==> config.mk <==
export PLATFORM = sky130hd
export DESIGN_NAME = brcmp_iter
export DESIGN_NICKNAME = d
export VERILOG_FILES = /design/src/rtl/brcmp_pkg.sv /design/src/rtl/brcmp_slice.sv /design/src/rtl/brcmp_iter.sv
export SDC_FILE = /design/constraint.sdc
export NUM_CORES = 1
export LEC_CHECK = 0
export ABC_CLOCK_PERIOD_IN_PS = 4050
export BUFFER_PORTS_ARGS = -buffer_cell sky130_fd_sc_hd__buf_2
export CORE_UTILIZATION = 45
export CTS_BUF_LIST = sky130_fd_sc_hd__clkbuf_4 sky130_fd_sc_hd__clkbuf_8 sky130_fd_sc_hd__clkbuf_16
export CTS_CLUSTER_SIZE = 40
export DETAILED_ROUTE_END_ITERATION = 7
export PLACE_DENSITY = 0.75
export SLEW_MARGIN = 5
export SYNTH_ARGS = -nofsm -noshare
export SYNTH_HDL_FRONTEND = slang
export SYNTH_SLANG_ARGS = --single-unit
==> constraint.sdc <==
create_clock -name clk -period 4.05 [get_ports clk]
set_input_delay 0.405 -clock clk [delete_from_list [all_inputs] [get_ports clk]]
set_output_delay 0.405 -clock clk [all_outputs]
set_load 0.02 [all_outputs]
==> src/rtl/brcmp_pkg.sv <==
// Shared types and helpers for the iterative branch comparator.
// Holds funct3 encodings, the FSM state type and the taken decode.
package brcmp_pkg;

    localparam logic [2:0] F3_BEQ  = 3'b000;
    localparam logic [2:0] F3_BNE  = 3'b001;
    localparam logic [2:0] F3_BLT  = 3'b100;
    localparam logic [2:0] F3_BGE  = 3'b101;
    localparam logic [2:0] F3_BLTU = 3'b110;
    localparam logic [2:0] F3_BGEU = 3'b111;

    typedef enum logic [1:0] {
        IDLE = 2'd0,
        BUSY = 2'd1,
        DONE = 2'd2
    } brcmp_state_t;

    function automatic logic brcmp_illegal(input logic [2:0] f3);
        return (f3 == 3'b010) || (f3 == 3'b011);
    endfunction

    function automatic logic brcmp_taken(
        input logic [2:0] f3,
        input logic       eq,
        input logic       lt
    );
        logic t;
        case (f3)
            F3_BEQ:           t = eq;
            F3_BNE:           t = !eq;
            F3_BLT, F3_BLTU:  t = lt;
            F3_BGE, F3_BGEU:  t = !lt;
            default:          t = 1'b0;
        endcase
        return t;
    endfunction

endpackage

==> src/rtl/brcmp_slice.sv <==
// One CHUNK-wide magnitude compare step.
// The MSB slice of a signed compare flips both sign bits first.
module brcmp_slice #(
    parameter int CHUNK = 8
) (
    input  logic [CHUNK-1:0] a,
    input  logic [CHUNK-1:0] b,
    input  logic             is_signed_msb,
    output logic             eq,
    output logic             lt
);

    logic [CHUNK-1:0] flip;
    logic [CHUNK-1:0] am;
    logic [CHUNK-1:0] bm;

    // Bias the sign bit so an unsigned compare yields the signed order.
    always_comb begin
        flip            = '0;
        flip[CHUNK-1]   = is_signed_msb;
        am              = a ^ flip;
        bm              = b ^ flip;
        eq              = (a == b);
        lt              = (am < bm);
    end

endmodule

==> src/rtl/brcmp_iter.sv <==
// Multi-cycle branch comparator: MSB-first slices, early exit on
// the first differing slice, valid/ready on both sides.
module brcmp_iter
    import brcmp_pkg::*;
#(
    parameter int XLEN  = 32,
    parameter int CHUNK = 8
) (
    input  logic            clk,
    input  logic            rst,
    input  logic            flush,
    input  logic            in_valid,
    output logic            in_ready,
    input  logic [XLEN-1:0] rs1,
    input  logic [XLEN-1:0] rs2,
    input  logic [2:0]      funct3,
    output logic            out_valid,
    input  logic            out_ready,
    output logic            br_taken,
    output logic            br_eq,
    output logic            br_lt,
    output logic            illegal
);

    localparam int NCHUNK = XLEN / CHUNK;
    localparam int IW     = (NCHUNK > 1) ? $clog2(NCHUNK) : 1;
    localparam int NSLOT  = 1 << IW;

    brcmp_state_t state;
    brcmp_state_t state_nx;

    logic [IW-1:0]   idx;
    logic [XLEN-1:0] op1;
    logic [XLEN-1:0] op2;
    logic [2:0]      f3;

    logic [CHUNK-1:0] s1 [NSLOT];
    logic [CHUNK-1:0] s2 [NSLOT];

    logic sl_signed;
    logic sl_eq;
    logic sl_lt;
    logic last;
    logic accept;
    logic decide;

    // Slot 0 is the most significant slice; pad slots never get selected.
    genvar g;
    generate
        for (g = 0; g < NSLOT; g++) begin : g_slot
            if (g < NCHUNK) begin : g_real
                assign s1[g] = op1[XLEN-1-g*CHUNK -: CHUNK];
                assign s2[g] = op2[XLEN-1-g*CHUNK -: CHUNK];
            end else begin : g_pad
                assign s1[g] = '0;
                assign s2[g] = '0;
            end
        end
    endgenerate

    assign sl_signed = (idx == '0) && !f3[1];

    brcmp_slice #(
        .CHUNK(CHUNK)
    ) u_slice (
        .a            (s1[idx]),
        .b            (s2[idx]),
        .is_signed_msb(sl_signed),
        .eq           (sl_eq),
        .lt           (sl_lt)
    );

    assign last      = (idx == IW'(NCHUNK - 1));
    assign in_ready  = (state == IDLE) && !rst && !flush;
    assign accept    = in_valid && in_ready;
    assign decide    = (state == BUSY) && (!sl_eq || last);
    assign out_valid = (state == DONE);

    // State register.
    always_ff @(posedge clk or posedge rst) begin
        if (rst) state <= IDLE;
        else     state <= state_nx;
    end

    // Next-state logic; flush beats any same-cycle output handshake.
    always_comb begin
        state_nx = state;
        unique case (state)
            IDLE: if (accept) state_nx = BUSY;
            BUSY: begin
                if (flush)       state_nx = IDLE;
                else if (decide) state_nx = DONE;
            end
            DONE: if (flush || out_ready) state_nx = IDLE;
            default: state_nx = IDLE;
        endcase
    end

    // Operand capture and slice index walk.
    always_ff @(posedge clk or posedge rst) begin
        if (rst) begin
            op1 <= '0;
            op2 <= '0;
            f3  <= '0;
            idx <= '0;
        end else if (accept) begin
            op1 <= rs1;
            op2 <= rs2;
            f3  <= funct3;
            idx <= '0;
        end else if (state == BUSY && !flush && !decide) begin
            idx <= idx + 1'b1;
        end
    end

    // Result registers: loaded on the deciding edge, zero outside DONE.
    always_ff @(posedge clk or posedge rst) begin
        if (rst) begin
            br_eq    <= 1'b0;
            br_lt    <= 1'b0;
            br_taken <= 1'b0;
            illegal  <= 1'b0;
        end else if (state == BUSY && !flush && decide) begin
            br_eq    <= sl_eq;
            br_lt    <= !sl_eq && sl_lt;
            br_taken <= brcmp_taken(f3, sl_eq, !sl_eq && sl_lt);
            illegal  <= brcmp_illegal(f3);
        end else if (state_nx != DONE) begin
            br_eq    <= 1'b0;
            br_lt    <= 1'b0;
            br_taken <= 1'b0;
            illegal  <= 1'b0;
        end
    end

endmodule

---- After elaboration in Yosys (flattened, before gate mapping) ----
Cells that the tools add are included.
operators by class
  reduce and logical (&&, ||, !) cells .... 25
  bitwise gates (word level) .............. 3
  eq/ne operators ......................... 12
  mux-type cells .......................... 19
  add/subtract/negate cells ............... 1
  magnitude comparators ................... 2
operators by type and width
  kind                                                      number
  binary-select mux 8 bit (select 2 bit)                    2
  2-to-1 mux 8 bit                                          4
  bitwise XOR 8 bit                                         2
  == test 3 bit, second input constant                      4
  2-to-1 mux 2 bit                                          6
  logical AND 1 bit                                         9
  == test 8 bit                                             1
  less-than comparator 8 bit                                1
  == test 3 x 2 -> 1 bit, second input constant             2
  zero test 1 bit                                           6
  case mux 2 bit (3 select lines)                           1
  2-to-1 mux 1 bit                                          5
  == test 2 bit, second input constant                      2
  zero test 2 bit                                           2
  case mux 1 bit (4 select lines)                           1
  nonzero test 2 bit                                        2
  OR reduction 2 bit                                        2
  == test 3 x 1 -> 1 bit, second input constant             1
  greater-or-equal comparator 3 bit, second input constant  1
  zero test 3 bit                                           1
  logical OR 1 bit                                          3
  NOT 2 -> 3 bit                                            1
  adder 2 x 1 -> 2 bit, second input constant               1
  == test 2 x 1 -> 1 bit, second input constant             1
  inequality test 2 bit, second input constant              1
word-level totals
  register bits ........................... 75
  input port bits ......................... 72
  output and inout port bits .............. 6
  logic and storage cells ................. 71

---- Depth between registers and ports, before layout ----
Gate-level depths: netlist of the first run.
  word-level depth ........................ 14
  gate-level depth with buffers ........... 10
  mapped depth without buffers ............ 8

---- By module ----
From an unflattened synthesis of the first run, not the netlist that was laid out.
unflattened totals
  cells, all modules ...................... 239
  area total of the unflattened synthesis .. 3856.2 um2
by module, submodules not included
  module       area each (um2)  times used  sequential area each (um2)  cells each
  brcmp_iter   3636.0           1           1876.8                      206
  brcmp_slice  220.2            1           0.0                         33

---- Least setup slack after synthesis of the first run ----
OpenSTA, ideal clock, no wires.
  kind .................................... reg-to-reg
  from .................................... register idx[0]
  to ...................................... register br_taken
  setup time .............................. 0.140 ns
  arrival time ............................ 2.749 ns
  required time ........................... 3.910 ns
  path slack .............................. 1.161 ns
  period minus slack after synthesis ...... 2.889 ns
  stages on the path, launching flop included .. 10
  path buffers ............................ 2
  cell sequence ........................... dfrtp_1 buf_6 buf_6 mux4_2 ha_1 and3_1 a221o_1 a221o_1 a2111oi_0 a211oi_1
between the ends
  longest elaborated chain between the ends .. 13
  elaborated cells on any way between the ends .. 27
  those cells by class .................... order compare (1); eq/ne (3); mux (11); bitwise (3); reduce/logical (9)
RTL lines
  item                                                              line                                                  RTL
  start, declared                                                   brcmp_iter.sv:32                                      logic [IW-1:0] idx;
  start signal, assigned                                            brcmp_iter.sv:112                                     idx <= idx + 1'b1;
  NOT 2 -> 3 bit (not written as such)                              brcmp_iter.sv:66, brcmp_iter.sv:67
  binary-select mux 8 bit (select 2 bit), on equally long branches  brcmp_iter.sv:66, brcmp_iter.sv:67
  2-to-1 mux 8 bit, on equally long branches (2 in series)          brcmp_iter.sv:66, brcmp_iter.sv:67
  == test 8 bit                                                     brcmp_slice.sv:23                                     eq = (a == b);
  zero test 1 bit                                                   brcmp_pkg.sv:30, brcmp_iter.sv:76, brcmp_iter.sv:126
  logical OR 1 bit                                                  brcmp_iter.sv:76                                      assign decide = (state == BUSY) && (!sl_eq || last);
  logical AND 1 bit                                                 brcmp_iter.sv:76
  2-to-1 mux 2 bit                                                  brcmp_iter.sv:92                                      else if (decide) state_nx = DONE;
  2-to-1 mux 2 bit                                                  brcmp_iter.sv:91                                      if (flush) state_nx = IDLE;
  case mux 2 bit (3 select lines)                                   brcmp_iter.sv:88                                      unique case (state)
  inequality test 2 bit                                             brcmp_iter.sv:128                                     end else if (state_nx != DONE) begin
  nonzero test 2 bit (no line)                                      -
  end signal, assigned                                              brcmp_iter.sv:126                                     br_taken <= brcmp_taken(f3, sl_eq, !sl_eq && sl_lt);
  end, declared                                                     brcmp_iter.sv:19                                      output logic br_taken,
Several ways; a longest one is shown, not always the timed one. The select of a mux whose other input is x is not followed.
A chain may end at the register's enable or synchronous reset.

---- Worst setup path after layout of the first run ----
Ends and elaborated chain as after synthesis.

==> impl_metrics.prom, run 1 <==
# TYPE chip_impl_metric gauge
chip_impl_info{name="status",value="finished, final reports clean"} 1
chip_impl_metric{name="port_buffers",unit=""} 77
chip_impl_metric{name="timing.final.hold_violations",unit=""} 0
chip_impl_metric{name="number_of_placed_cells_counting_well_taps",unit=""} 409
chip_impl_metric{name="yosysSeqAreaShare",unit=""} 0.526
chip_impl_metric{name="synthAdderAreaFrac",unit=""} 0.0316
chip_impl_metric{name="worst_ep_required_time",unit="ns"} 4.26
chip_impl_metric{name="yosys.area_share.xor_xnor",unit=""} 0.0102
chip_impl_metric{name="die_area",unit="sq um"} 8290
chip_impl_info{name="critical-path-slowest-cell",value="sky130_fd_sc_hd__dfrtp_1"} 1
chip_impl_metric{name="critPathMaxFanout",unit=""} 13
chip_impl_info{name="ys_dominant_reg_cell",value="sky130_fd_sc_hd__dfrtp_1"} 1
chip_impl_metric{name="gp_congestion",unit=""} 0.780
chip_impl_metric{name="worst_skew_pair.late_latency",unit="ns"} 0.34
chip_impl_info{name="combinational_family_with_the_most_area_after_synthesis",value="multiplexers"} 1
chip_impl_info{name="worst_hold_path_type",value="input port to async pin"} 1
chip_impl_metric{name="synth.net_count",unit=""} 319
chip_impl_info{name="synth_largest_area_cell",value="sky130_fd_sc_hd__dfrtp_1"} 1
chip_impl_metric{name="insertedDiodeCount",unit=""} 0
chip_impl_metric{name="core",unit="sq um"} 7690
chip_impl_metric{name="edff_count_synth",unit=""} 0
chip_impl_metric{name="clock_tree.buffer_depth",unit=""} 2
chip_impl_metric{name="internal_power",unit="uW"} 1690
chip_impl_metric{name="cellPowerDensity",unit="nW/um^2"} 510
chip_impl_metric{name="synthMuxAreaShare",unit=""} 0.319
chip_impl_metric{name="skew",unit="ns"} 0.00656
chip_impl_metric{name="power.switching_fraction",unit=""} 0.232
chip_impl_metric{name="die_width",unit="um"} 91.1
chip_impl_metric{name="synth.cell_area",unit="sq um"} 3570
chip_impl_metric{name="grt_max_degree",unit=""} 39
chip_impl_metric{name="cts_setup_buffers",unit=""} 0
chip_impl_metric{name="routed-via-count",unit=""} 2170
chip_impl_metric{name="dpl_hpwl",unit="um"} 4760
chip_impl_metric{name="postRouteWirelength",unit="um"} 6480
chip_impl_metric{name="synth_compound_gate_area_share",unit=""} 0.0372
chip_impl_metric{name="worst_slack",unit="ns"} 0.740
chip_impl_metric{name="path_clk_slew",unit="ns"} 0.08
chip_impl_info{name="top_family_by_delay_on_critical_path",value="compound AO/OA/AOI/OAI gates"} 1
chip_impl_metric{name="drcViolationCount",unit=""} 0
chip_impl_metric{name="fin_hold_ws",unit="ns"} 0.215
chip_impl_metric{name="fillerInstances",unit=""} 660
chip_impl_metric{name="post_synth_and_or_nand_nor_area_fraction",unit=""} 0.0435
chip_impl_metric{name="chipHeight",unit="um"} 91.1
chip_impl_metric{name="final_layout_size_suffix_gt1_frac",unit=""} 0.563
chip_impl_metric{name="yosys.cell_types.count",unit=""} 37
chip_impl_metric{name="start_util",unit=""} 0.464
chip_impl_metric{name="post_synth.cell_area_avg",unit="sq um"} 15.0
chip_impl_metric{name="max-vdd-ir-drop",unit="mV"} 0.222
chip_impl_metric{name="drt-vias-per-instance",unit=""} 5.11
chip_impl_metric{name="max-slew-margin-rel",unit=""} 0.486
chip_impl_info{name="most-common-layout-cells",value="sky130_fd_sc_hd__buf_2, sky130_fd_sc_hd__dfrtp_1, sky130_fd_sc_hd__mux2_2"} 1
chip_impl_metric{name="finalNonFillerCells",unit=""} 425
chip_impl_info{name="tritoncts",value="built"} 1
chip_impl_metric{name="power.share.sequential",unit=""} 0.453
chip_impl_metric{name="count_of_routing_violations_after_the_opening_detailed_route_iteration",unit=""} 79
chip_impl_metric{name="worstPathArrival",unit="ns"} 3.52
chip_impl_metric{name="vias_in_the_first_global_route",unit=""} 2326
chip_impl_info{name="crit_path_start_kind",value="register"} 1
chip_impl_metric{name="cts.htree.levels",unit=""} 3
chip_impl_metric{name="synth_top_cell_area_share",unit=""} 0.526
chip_impl_metric{name="timing.setup.tns",unit="ns"} 0
chip_impl_metric{name="tritoncts.num_buffers",unit=""} 9
chip_impl_metric{name="numClockSinks",unit=""} 75
chip_impl_info{name="critPathKind",value="register to register"} 1
chip_impl_metric{name="global_route_wire_length_before_repair",unit="um"} 11100
chip_impl_metric{name="number_of_flip_flops_and_latches_in_the_synthesized_netlist",unit=""} 75
chip_impl_metric{name="utilization",unit=""} 0.562
chip_impl_metric{name="rows",unit=""} 32
chip_impl_metric{name="slowest_delay",unit="ns"} 0.80
chip_impl_metric{name="gr-usage-all-layers",unit=""} 0.174
chip_impl_info{name="cpMostUsedCell",value="sky130_fd_sc_hd__a221o_1"} 1
chip_impl_metric{name="yosys_warnings",unit=""} 0
chip_impl_metric{name="holdBufCountCts",unit=""} 0
chip_impl_metric{name="ant_nets",unit=""} 0
chip_impl_metric{name="p_leak",unit="uW"} 0.00201
chip_impl_metric{name="power.combinational.fraction",unit=""} 0.196
chip_impl_metric{name="pre_cts_slack",unit="ns"} 0.743
chip_impl_metric{name="maxSlewViolCount",unit=""} 0
chip_impl_info{name="post_synth_main_area_contributors",value="sky130_fd_sc_hd__dfrtp_1, sky130_fd_sc_hd__mux2_2, sky130_fd_sc_hd__mux4_2"} 1
chip_impl_metric{name="grt_overflow_total",unit=""} 0
chip_impl_info{name="cts_root_buffer",value="sky130_fd_sc_hd__clkbuf_8"} 1
chip_impl_metric{name="final_period_minus_worst_setup_slack",unit="ns"} 3.31
chip_impl_metric{name="post_drt_wl_per_cell",unit="um"} 15.3
chip_impl_info{name="cp_cell_sequence",value="mux4_1 > inv_1 > ha_1 > nand2b_1 > a221o_1 > a221o_1 > a2111oi_0 > a211oi_1"} 1
chip_impl_metric{name="total_net_switching_power",unit="uW"} 512
chip_impl_metric{name="fmaxAchievable",unit="MHz"} 302
chip_impl_metric{name="setup_viol",unit=""} 0
chip_impl_metric{name="crit_buf_inv",unit=""} 1
chip_impl_info{name="setup.worst_path.end_class",value="register"} 1
chip_impl_metric{name="share_of_async_settable_or_async_resettable_flops_after_synthesis",unit=""} 1.00
chip_impl_metric{name="share_clk_of_total_power",unit=""} 0.351
chip_impl_metric{name="area_growth",unit="%"} 21.0
chip_impl_info{name="grt_setup_unrepaired",value="false"} 1
chip_impl_metric{name="final_net_count",unit=""} 399
chip_impl_metric{name="antenna_found_initial",unit=""} 0
chip_impl_metric{name="fin_crit_sh",unit=""} 0.817
chip_impl_metric{name="detail_route.first_pass.iterations",unit=""} 4
chip_impl_metric{name="top_level_ports",unit=""} 78
chip_impl_metric{name="netlist_instances",unit=""} 238
chip_impl_metric{name="post_cts.resized_instances",unit=""} 0
chip_impl_info{name="layout.cells.most_common",value="sky130_fd_sc_hd__buf_2"} 1
chip_impl_metric{name="cap_violations",unit=""} 0
chip_impl_metric{name="timing_worst_slew_pin_value",unit="ns"} 0.770
## power by group through the flow
| stage | combinational, uW | clock [uW] | sequential (uW) |
|---|---|---|---|
| floorplan | 345 | 0 | 975 |
| global placement | 419 | 0 | 1010 |
| detailed placement | 437 | 0 | 1010 |
| CTS | 440 | 791 | 997 |
| global route | 480 | 823 | 1020 |
| finish | 433 | 773 | 998 |
## cell families (layout without fill, tap and decap cells)
family / Yosys count / in the layout
mux: 83 / 83
flops: 75 / 75
simple gates: 26 / 26
buf+inv: 24 / 109
compound gates: 19 / 19
fa+ha+maj: 9 / 9
xor+xnor: 2 / 2
## synthesized netlist by cell type, drive strengths merged, types with 2 or more instances
library cell	instances
nand2b	3
inv	13
xnor2	2
and3	3
nand2	9
dfrtp	75
mux4	16
clkbuf	2
and2	2
a21o	4
a21oi	2
o21ai	6
nor2	2
a221o	2
mux2	67
buf	9
ha	9
## final timing paths
path / from / end / slack, ns / cells after the start
worst max-delay path: idx[0]$_DFFE_PP0P_ / br_taken$_DFFE_PP0P_ / 0.74 / 8
worst min-delay path: rst / state[1]$_DFF_PP0_ / 0.22 / 2
worst max register to register: idx[0]$_DFFE_PP0P_ / br_taken$_DFFE_PP0P_ / 0.74 / 8
worst min register to register: br_eq$_DFFE_PP0P_ / br_eq$_DFFE_PP0P_ / 0.48 / 2
max in group asynchronous: rst / op1[14]$_DFFE_PP0P_ / 2.86 / 3
min in group clk: in_valid / idx[0]$_DFFE_PP0P_ / 0.29 / 2
## layout make-up
class / instances / area (sq um) / share of cell area
tap: 102 / 128 / 0.0296
clock buffer: 12 / 159 / 0.0368
clock inverter: 4 / 120 / 0.0278
timing repair buffer: 80 / 408 / 0.0945
sequential: 75 / 1880 / 0.435
multi-input combinational: 139 / 1580 / 0.365
inverter: 13 / 48.8 / 0.0113
## flip-flops by register name (all words and copies together), names as in the netlist
| name | count |
|---|---|
| state | 2 |
| br_taken | 1 |
| op1 | 32 |
| idx | 2 |
| br_lt | 1 |
| f3 | 3 |
| br_eq | 1 |
| op2 | 32 |
| illegal | 1 |
## per-layer routing
metal,GRT usage,vias up,wire [um]
met1,0.218,1071,2770
met2,0.284,55,3280
met5,0,-,0
met4,0.0939,0,167
li1,-,1030,-
met3,0.0369,14,272
## stage by stage
stage / total power (uW) / cell area, sq um
final: 2200 / 4320
after global routing: 2320 / 4320
after CTS: 2230 / 4320
after detailed placement: 1450 / 4040
after global placement: 1420 / 4040
after floorplan: 1320 / 3570
(Power assumes the default switching activity.)
==> run 2: changes to the inputs <==
--- a/config.mk
+++ b/config.mk
@@ -5,7 +5,7 @@
 export SDC_FILE = /design/constraint.sdc
 export NUM_CORES = 1
 export LEC_CHECK = 0
-export ABC_CLOCK_PERIOD_IN_PS = 4050
+export ABC_CLOCK_PERIOD_IN_PS = 3100
 export BUFFER_PORTS_ARGS = -buffer_cell sky130_fd_sc_hd__buf_2
 export CORE_UTILIZATION = 45
 export CTS_BUF_LIST = sky130_fd_sc_hd__clkbuf_4 sky130_fd_sc_hd__clkbuf_8 sky130_fd_sc_hd__clkbuf_16
==> constraint.sdc (replaced) <==
create_clock -name clk -period 3.1 [get_ports clk]
set_input_delay 0.31 -clock clk [delete_from_list [all_inputs] [get_ports clk]]
set_output_delay 0.31 -clock clk [all_outputs]
set_load 0.02 [all_outputs]
==> run 2 against run 1 <==
- maximum frequency grew 14%
- combinational power grew 34%
- non-clock buffer count grew 3
- die area is the same
- global-route usage grew 0.26 points
- utilization grew 0.13 points
- first-iteration DRC count grew 43%
- worst hold slack lost 0.092 ns
- critical path depth grew 1
- register-to-register slack lost 0.54 ns
- clock-buffer cell count is the same
==> impl_metrics.prom, run 2 (synthesis results as in run 1) <==
# TYPE chip_impl_metric gauge
chip_impl_metric{name="slowest_delay",unit="ns"} 0.58
chip_impl_metric{name="antenna_found_initial",unit=""} 0
chip_impl_metric{name="maxSlewViolCount",unit=""} 0
chip_impl_metric{name="routed-via-count",unit=""} 2191
chip_impl_info{name="critPathKind",value="register to register"} 1
chip_impl_info{name="grt_setup_unrepaired",value="false"} 1
chip_impl_metric{name="fillerInstances",unit=""} 642
chip_impl_metric{name="r2r_cells",unit=""} 9
chip_impl_metric{name="timing.final.hold_violations",unit=""} 0
chip_impl_metric{name="cap_violations",unit=""} 0
chip_impl_metric{name="gp_congestion",unit=""} 0.800
chip_impl_info{name="layout.cells.most_common",value="sky130_fd_sc_hd__buf_2"} 1
chip_impl_metric{name="ant_nets",unit=""} 0
chip_impl_metric{name="global_route_wire_length_before_repair",unit="um"} 11100
chip_impl_info{name="critical-path-slowest-cell",value="sky130_fd_sc_hd__mux4_1"} 1
chip_impl_metric{name="final_period_minus_worst_setup_slack",unit="ns"} 2.90
chip_impl_metric{name="timing.setup.tns",unit="ns"} 0
chip_impl_info{name="most-common-layout-cells",value="sky130_fd_sc_hd__buf_2, sky130_fd_sc_hd__dfrtp_1, sky130_fd_sc_hd__mux2_2"} 1
chip_impl_metric{name="top_level_ports",unit=""} 78
chip_impl_metric{name="post-layout-total-power",unit="uW"} 2730
chip_impl_info{name="crit_path_start_kind",value="register"} 1
chip_impl_metric{name="core",unit="sq um"} 7690
chip_impl_metric{name="postRouteWirelength",unit="um"} 6580
chip_impl_info{name="start_of_the_worst_register_to_register_path",value="idx[0]$_DFFE_PP0P_"} 1
chip_impl_metric{name="count_of_routing_violations_after_the_opening_detailed_route_iteration",unit=""} 113
chip_impl_metric{name="holdBufCountCts",unit=""} 0
chip_impl_metric{name="worst_ep_required_time",unit="ns"} 3.32
chip_impl_metric{name="critical_path_depth",unit=""} 9
chip_impl_info{name="cpMostUsedCell",value="sky130_fd_sc_hd__a221o_1"} 1
chip_impl_metric{name="post_drt_wl_per_cell",unit="um"} 15.4
chip_impl_metric{name="area_growth",unit="%"} 21.2
chip_impl_metric{name="worst_skew_pair.late_latency",unit="ns"} 0.34
chip_impl_metric{name="skew",unit="ns"} 0.00627
chip_impl_metric{name="path_clk_slew",unit="ns"} 0.08
chip_impl_metric{name="worstPathArrival",unit="ns"} 3.12
chip_impl_metric{name="final_layout_size_suffix_gt1_frac",unit=""} 0.571
chip_impl_metric{name="max-slew-margin-rel",unit=""} 0.472
chip_impl_metric{name="grt_overflow_total",unit=""} 0
chip_impl_info{name="layout_top_registers",value="op1: 32 flops, op2: 32 flops, f3: 3 flops"} 1
chip_impl_metric{name="cellPowerDensity",unit="nW/um^2"} 632
chip_impl_info{name="cts_root_buffer",value="sky130_fd_sc_hd__clkbuf_8"} 1
chip_impl_metric{name="tritoncts.num_buffers",unit=""} 9
chip_impl_metric{name="clock_tree.buffer_depth",unit=""} 2
chip_impl_metric{name="pre_cts_slack",unit="ns"} 0.130
chip_impl_metric{name="cts.htree.levels",unit=""} 3
chip_impl_metric{name="chipHeight",unit="um"} 91.1
chip_impl_info{name="top_family_by_delay_on_critical_path",value="compound AO/OA/AOI/OAI gates"} 1
chip_impl_metric{name="crit_buf_inv",unit=""} 2
chip_impl_metric{name="vias_in_the_first_global_route",unit=""} 2258
chip_impl_metric{name="final_net_count",unit=""} 402
chip_impl_metric{name="rows",unit=""} 32
chip_impl_metric{name="insertedDiodeCount",unit=""} 0
chip_impl_metric{name="fmaxAchievable",unit="MHz"} 345
chip_impl_metric{name="critPathMaxFanout",unit=""} 9
chip_impl_metric{name="max-vdd-ir-drop",unit="mV"} 0.364
chip_impl_info{name="cp_cell_sequence",value="buf_6 > mux4_1 > inv_1 > ha_1 > and3_1 > a221o_1 > a221o_1 > a2111oi_2 > a211oi_1"} 1
chip_impl_info{name="tritoncts",value="built"} 1
chip_impl_metric{name="drt-vias-per-instance",unit=""} 5.12
chip_impl_metric{name="die_area",unit="sq um"} 8290
chip_impl_metric{name="setup_viol",unit=""} 0
chip_impl_metric{name="p_leak",unit="uW"} 0.00202
chip_impl_metric{name="gr-usage-all-layers",unit=""} 0.177
chip_impl_metric{name="timing_worst_slew_pin_value",unit="ns"} 0.791
chip_impl_metric{name="worst_slack",unit="ns"} 0.201
chip_impl_metric{name="dpl_hpwl",unit="um"} 4900
chip_impl_info{name="setup.worst_path.end_class",value="register"} 1
chip_impl_metric{name="fin_crit_sh",unit=""} 0.935
chip_impl_metric{name="die_width",unit="um"} 91.1
chip_impl_metric{name="drcViolationCount",unit=""} 0
chip_impl_info{name="worst_hold_path_type",value="input port to async pin"} 1
chip_impl_info{name="worst_setup_path_startpoint",value="idx[0]$_DFFE_PP0P_"} 1
chip_impl_metric{name="grt_max_degree",unit=""} 44
chip_impl_info{name="status",value="finished, final reports clean"} 1
chip_impl_metric{name="numClockSinks",unit=""} 75
chip_impl_metric{name="start_util",unit=""} 0.464
chip_impl_metric{name="detail_route.first_pass.iterations",unit=""} 4
chip_impl_metric{name="port_buffers",unit=""} 77
-- run 2: changes by cell type in the layout (fill, tap and decap cells not counted) --
cell and change:
sky130_fd_sc_hd__buf_6 +1, sky130_fd_sc_hd__bufinv_16 -2, sky130_fd_sc_hd__a2111oi_0 -1, sky130_fd_sc_hd__clkinvlp_4 +1
sky130_fd_sc_hd__clkinv_2 +1, sky130_fd_sc_hd__buf_12 +2, sky130_fd_sc_hd__a2111oi_2 +1
-- run 2: where the power goes --
part	internal [uW]	total, uW	switching (uW)
logic	359	580	221
clock network	505	853	348
registers	1190	1300	112
-- run 2: final timing paths --
kind,slack (ns),to
worst max-delay path,0.20,br_taken$_DFFE_PP0P_
worst min-delay path,0.12,illegal$_DFFE_PP0P_
worst max register to register,0.20,br_taken$_DFFE_PP0P_
worst min register to register,0.47,illegal$_DFFE_PP0P_
max in group asynchronous,2.29,idx[0]$_DFFE_PP0P_
min in group clk,0.19,op2[31]$_DFFE_PP0P_
-- run 2: metal layers --
| metal | vias up | share of wire | track usage |
|---|---|---|---|
| met5 | - | 0 | 0 |
| met4 | 0 | 0.0093 | 0.0516 |
| met3 | 6 | 0.042 | 0.0469 |
| met2 | 46 | 0.51 | 0.292 |
| met1 | 1094 | 0.44 | 0.230 |
| li1 | 1045 | - | - |
-- run 2: final cells by class --
class | count | area [sq um] | area share
clock inverter | 4 | 72.6 | 0.0168
inverter | 13 | 48.8 | 0.0113
tap | 102 | 128 | 0.0295
timing repair buffer | 83 | 459 | 0.106
clock buffer | 12 | 159 | 0.0367
multi-input combinational | 139 | 1580 | 0.366
sequential | 75 | 1880 | 0.434
-- run 2: repair_timing --
| action | in CTS | in global routing |
|---|---|---|
| setup buffers | 0 | 0 |
| gates resized for setup | 0 | 3 |
| endpoints found under the setup margin | 0 | 1 |
-- run 2: per-stage QoR --
step                utilization  area, sq um  cells  hold slack (ns)
floorplan                     -         3570    238            0.392
global placement          0.531         4090    412            0.457
detailed placement        0.531         4090    412            0.464
CTS                       0.562         4320    428            0.147
global route              0.563         4330    428            0.182
finish                    0.563         4330    428            0.123
